## config.mk

```make
export PLATFORM = sky130hd
export DESIGN_NAME = instruction_fetch_unit
export DESIGN_NICKNAME = d
export VERILOG_FILES = /design/src/rtl/instruction_fetch_unit.sv
export SDC_FILE = /design/constraint.sdc
export NUM_CORES = 1
export LEC_CHECK = 0
export CORE_MARGIN = 2
export CORE_UTILIZATION = 35
export CTS_CLUSTER_SIZE = 40
export DETAILED_ROUTE_END_ITERATION = 10
export PLACE_DENSITY = 0.6
export SYNTH_ARGS = -nofsm -noshare
export SYNTH_HDL_FRONTEND = slang
export SYNTH_SLANG_ARGS = --single-unit
```

## constraint.sdc

```tcl
create_clock -name clk -period 4.1 [get_ports clk]
set_input_delay 0.615 -clock clk [delete_from_list [all_inputs] [get_ports clk]]
set_output_delay 0.615 -clock clk [all_outputs]
set_load 0.05 [all_outputs]
```

## src/rtl/instruction_fetch_unit.sv

```systemverilog
// Purpose : fetch stage; holds the PC, issues one imem request at a time, buffers the returned
//           instruction and offers it with its PC to decode; redirects discard wrong-path fetches.
// Latency : request in the first REQ cycle, instruction visible to decode the cycle after
//           imem_resp_valid; 3-cycle loop per instruction with a 1-cycle memory.
// Backpressure: decode stall holds the instruction in HOLD (stable) and no new request issues.
//
// Ports:
//   clk, rst_n                      clock (rising edge), asynchronous active-low reset
//   imem_req_valid/ready/addr       fetch request channel (addr = current PC)
//   imem_resp_valid/inst            returned instruction, single-cycle pulse, no backpressure
//   redirect_valid/pc               branch/jump target from execute (low two bits ignored)
//   ifu2idu_valid/ready/inst/pc     instruction channel to decode
module instruction_fetch_unit #(
  parameter int                    INST_WIDTH = 32,
  parameter int                    DATA_WIDTH = 64,
  parameter logic [DATA_WIDTH-1:0] RESET_PC   = 64'h0000_0000_8000_0000
) (
  input  logic                  clk,
  input  logic                  rst_n,
  output logic                  imem_req_valid,
  input  logic                  imem_req_ready,
  output logic [DATA_WIDTH-1:0] imem_req_addr,
  input  logic                  imem_resp_valid,
  input  logic [INST_WIDTH-1:0] imem_resp_inst,
  input  logic                  redirect_valid,
  input  logic [DATA_WIDTH-1:0] redirect_pc,
  output logic                  ifu2idu_valid,
  input  logic                  ifu2idu_ready,
  output logic [INST_WIDTH-1:0] ifu2idu_inst,
  output logic [DATA_WIDTH-1:0] ifu2idu_pc
);

  typedef enum logic [1:0] {
    S_BOOT = 2'd0,
    S_REQ  = 2'd1,
    S_WAIT = 2'd2,
    S_HOLD = 2'd3
  } state_e;

  state_e                state_q, state_d;
  logic [DATA_WIDTH-1:0] fetch_pc_q, fetch_pc_d;   // address of the next/outstanding fetch
  logic [INST_WIDTH-1:0] out_inst_q, out_inst_d;   // instruction held for decode
  logic [DATA_WIDTH-1:0] out_pc_q, out_pc_d;       // PC of the held instruction
  logic                  kill_q, kill_d;           // outstanding response is wrong-path

  logic [DATA_WIDTH-1:0] redirect_tgt;

  // Targets are word aligned; the low two bits are simply cleared.
  assign redirect_tgt = redirect_pc & ~DATA_WIDTH'(3);

  always_comb begin
    state_d    = state_q;
    fetch_pc_d = fetch_pc_q;
    out_inst_d = out_inst_q;
    out_pc_d   = out_pc_q;
    kill_d     = kill_q;

    unique case (state_q)
      S_BOOT: begin
        // Responses and redirects seen here are deliberately ignored.
        state_d = S_REQ;
      end

      S_REQ: begin
        if (redirect_valid) begin
          // Request is gated off this cycle; the target is fetched next cycle.
          fetch_pc_d = redirect_tgt;
        end else if (imem_req_ready) begin
          state_d = S_WAIT;
        end
      end

      S_WAIT: begin
        if (redirect_valid) begin
          fetch_pc_d = redirect_tgt;
          if (imem_resp_valid) begin
            // Wrong-path response lands now: drop it, nothing left in flight.
            state_d = S_REQ;
            kill_d  = 1'b0;
          end else begin
            // Response still to come: remember to drop it.
            kill_d = 1'b1;
          end
        end else if (imem_resp_valid) begin
          if (kill_q) begin
            kill_d  = 1'b0;
            state_d = S_REQ;
          end else begin
            out_inst_d = imem_resp_inst;
            out_pc_d   = fetch_pc_q;
            state_d    = S_HOLD;
          end
        end
      end

      S_HOLD: begin
        if (redirect_valid) begin
          // Held instruction is discarded; a same-cycle ready is not a handshake.
          fetch_pc_d = redirect_tgt;
          state_d    = S_REQ;
        end else if (ifu2idu_ready) begin
          fetch_pc_d = fetch_pc_q + DATA_WIDTH'(4);
          state_d    = S_REQ;
        end
      end

      default: state_d = S_BOOT;
    endcase
  end

  always_ff @(posedge clk or negedge rst_n) begin
    if (!rst_n) begin
      state_q    <= S_BOOT;
      fetch_pc_q <= RESET_PC;
      out_inst_q <= '0;
      out_pc_q   <= '0;
      kill_q     <= 1'b0;
    end else begin
      state_q    <= state_d;
      fetch_pc_q <= fetch_pc_d;
      out_inst_q <= out_inst_d;
      out_pc_q   <= out_pc_d;
      kill_q     <= kill_d;
    end
  end

  // Redirect gates both valids combinationally so no wrong-path transfer completes.
  assign imem_req_valid = (state_q == S_REQ) && !redirect_valid;
  assign imem_req_addr  = fetch_pc_q;
  assign ifu2idu_valid  = (state_q == S_HOLD) && !redirect_valid;
  assign ifu2idu_inst   = out_inst_q;
  assign ifu2idu_pc     = out_pc_q;

endmodule
```

==> impl_metrics.tcl <==
set metrics [dict create \
    clk_path_buf_depth 2 \
    crit_path_end_kind "flip-flop" \
    startpoint "imem_req_addr[2]" \
    crit_slowest_cell "nor4_1" \
    synthesis.area_mm2 0.008149 \
    status "complete, no violations" \
    die-width_um 156.6 \
    cts_made_buffers 17 \
    switching_share 0.5066 \
    p_leak_nw 4.776 \
    gp_congestion 0.7886 \
    setup_ws_ns 1.258 \
    place_hpwl_um 18250 \
    layout_commonest_cell "clkdlybuf4s50_1" \
    via_count 7387 \
    drc 0 \
    comb_power_share 0.561 \
    yosysUniqueCellTypes 67 \
    cts.sinks 159 \
    synthToLayoutAreaGrowth_pct 43.51 \
    vdd_ir_drop_max_mv 0.4842 \
    power_frac_seq 0.283 \
    path_class "reg2reg" \
    path_cells "ha_1, nand4_1, nor4_1, nand2_1, or3_1, and3_1" \
    ys_ff_latch 159 \
    p_clk_frac 0.156 \
    period_needed_ns 2.842 \
    layout.cells.non_filler 1369 \
    layout.nets 1149 \
    start_util 0.3578 \
    max_stage_delay_ns 0.78 \
    r2r-end "imem_req_addr[44]" \
    ff2ff_path_depth 6 \
    required_ns 4.41 \
    port_buffers 257 \
    max_slew_margin 0.2869 \
    reg2reg_from "imem_req_addr[2]" \
    fin_crit_sh 0.6931 \
    most-common-layout-cells "clkdlybuf4s50_1, dfrtp_1, mux2_2" \
    ios 264 \
    track_usage 0.2172 \
    critical_path_arrival_ns 3.15 \
    p_switching_w 0.005645 \
    cp_max_fo 6 \
    p_int_w 0.005498 \
    yosysSeqAreaShare 0.4884 \
    place_ws_ns 1.115 \
    slew_viol_final 0 \
    core_mm2 0.02278 \
    htreeDepth 4 \
    ant_nets 0 \
    yosysTopAreaCell "dfrtp_1" \
    fin_util 0.5134 \
    min_path_type "in2async" \
    overflow 0 \
    first_iter_violations 451 \
    grt_first_pass_wirelength_um 41990 \
    critical_path.top_delay_family "simple AND/OR/NAND/NOR gates" \
    yosysTopAreaCellShare 0.4852 \
    diodes 0 \
    powerDensity_mw_per_mm2 952.8 \
    synth_ff_type "dfrtp_1" \
    crit_path_start_kind "flip-flop" \
    wl_per_cell_um 19.05 \
    hold_viol 0 \
    synth.area.top_cells "dfrtp_1, mux2_2, nor2_1" \
    die_y_um 156.6 \
    ys_warn_count 0 \
    drtPass1Iterations 5 \
    fin_skew_ns 0.01371 \
    rsz0062_at_grt "false" \
    synth_edf_count 0 \
    path_buf_inv 0 \
    setup_tns_ns 0 \
    setup-violations-final 0 \
    cts_resized 0 \
    syn_area_per_cell_um2 10.19 \
    fmax_ghz 0.3519 \
    reg2reg_slack_ns 1.26 \
    crit_end "imem_req_addr[44]" \
    hold_buffers 0 \
    place_inst 1337 \
    tightest_slew_ns 1.070 \
    cts_setup_buffers 0 \
    cp.depth 6 \
    async_flop_share 1.000 \
    syn_inst 800 \
    clockRootBuffer "clkbuf_16" \
    core.rowCount 55 \
    die_area_mm2 0.02452 \
    clk_latency_ns 0.43 \
    wl_um 26090 \
    grt_pass1_vias 7377 \
    clk_pin_slew_ns 0.07 \
    cts_tree "yes" \
    antenna_found_initial 0 \
    nFillCells 2095 \
    drive_gt1_frac 0.1619 \
    grt_max_degree 109 \
    cap_violations 0 \
    vias_per_cell 5.396 \
    worst_hold_slack_ns 0.3145 \
]
## metrics by stage
step | instance area [um^2] | power (W)
finish | 11700 | 0.01114
global route | 11700 | 0.01174
CTS | 11700 | 0.01122
detailed placement | 11070 | 0.009450
global placement | 11070 | 0.009383
floorplan | 8160 | 0.007183
## worst min path at each step
stage,from,end,slack [ns],cells after the start
detailed placement,ifu2idu_inst[11],ifu2idu_inst[11],0.49,1
CTS,rst_n,ifu2idu_pc[35],0.41,1
global placement,ifu2idu_inst[20],ifu2idu_inst[20],0.49,1
global route,rst_n,ifu2idu_pc[35],0.44,1
finish,rst_n,ifu2idu_pc[35],0.31,1
floorplan,rst_n,ifu2idu_inst[0],0.32,0
## registers in the layout, summed over array words and instances, names as in the netlist
name / cells
state_q: 2
imem_req_addr: 62
kill_q: 1
ifu2idu_inst: 32
ifu2idu_pc: 62
## kinds of logic (layout without fill, tap and decap cells)
group / count (synthesis) / in the layout / share of synthesized area
and+or+nand+nor: 300 / 300 / 0.1956
AOI/OAI and AO/OA: 163 / 163 / 0.1305
DFF: 159 / 159 / 0.4884
muxes: 103 / 103 / 0.1413
buffers and inverters: 70 / 323 / 0.03762
adders and majority gates: 4 / 4 / 0.006142
other: 1 / 4 / 0.0004602
## layer usage
| layer | up-vias | share of wire | GRT usage | routed length, um |
|---|---|---|---|---|
| met5 | - | 0 | 0 | 0 |
| li1 | 3481 | - | - | - |
| met2 | 251 | 0.46 | 0.3400 | 12060 |
| met3 | 20 | 0.069 | 0.05539 | 1802 |
| met4 | 0 | 0.011 | 0.05068 | 292 |
| met1 | 3635 | 0.46 | 0.3027 | 11930 |
## cells in the mapped netlist, types with 3 or more instances
| master | n |
|---|---|
| o22a_1 | 8 |
| inv_1 | 12 |
| or3_1 | 11 |
| o22ai_1 | 9 |
| a21oi_1 | 45 |
| a41oi_1 | 4 |
| nor3_1 | 20 |
| nor2_1 | 61 |
| buf_4 | 4 |
| o221ai_1 | 4 |
| mux2_2 | 96 |
| a311oi_1 | 4 |
| mux2i_1 | 7 |
| o21ai_0 | 31 |
| nor3b_1 | 4 |
| and2_1 | 12 |
| nand2b_1 | 5 |
| o211ai_1 | 3 |
| o31ai_1 | 4 |
| dfrtp_1 | 158 |
| nand2_1 | 54 |
| o21a_1 | 4 |
| and4_1 | 14 |
| a31oi_1 | 13 |
| nor4_1 | 17 |
| clkbuf_1 | 35 |
| a211oi_1 | 9 |
| buf_1 | 10 |
| and3_1 | 17 |
| a32oi_1 | 3 |
| a21o_1 | 3 |
| buf_2 | 4 |
| nand4_1 | 32 |
| nand3_1 | 38 |
| a2bb2oi_1 | 6 |
| ha_1 | 4 |
## worst register-to-register path, cell delays in order, from the launching register on
cell and delay (ns):
dfrtp_1 0.45, ha_1 0.27, nand4_1 0.24, nor4_1 0.78, nand2_1 0.38, or3_1 0.43
and3_1 0.17
## cell type report
class | instances | area (um^2) | area share
inverters | 13 | 48.80 | 0.004172
clock buffers | 18 | 429.2 | 0.03670
flip-flops and latches | 159 | 3980 | 0.3403
repair buffers | 278 | 2754 | 0.2355
multi-input cells | 574 | 3900 | 0.3335
well taps | 313 | 391.6 | 0.03349
clock inverters | 14 | 191.4 | 0.01637
## power by group through the flow
stage	Combinational [W]	Sequential [W]	Clock (W)
floorplan	0.00178	0.00540	0
global placement	0.00623	0.00315	0
detailed placement	0.00627	0.00318	0
CTS	0.00629	0.00316	0.00177
global route	0.00662	0.00330	0.00183
finish	0.00625	0.00316	0.00173
No activity file was read; power rests on OpenSTA's default activity.
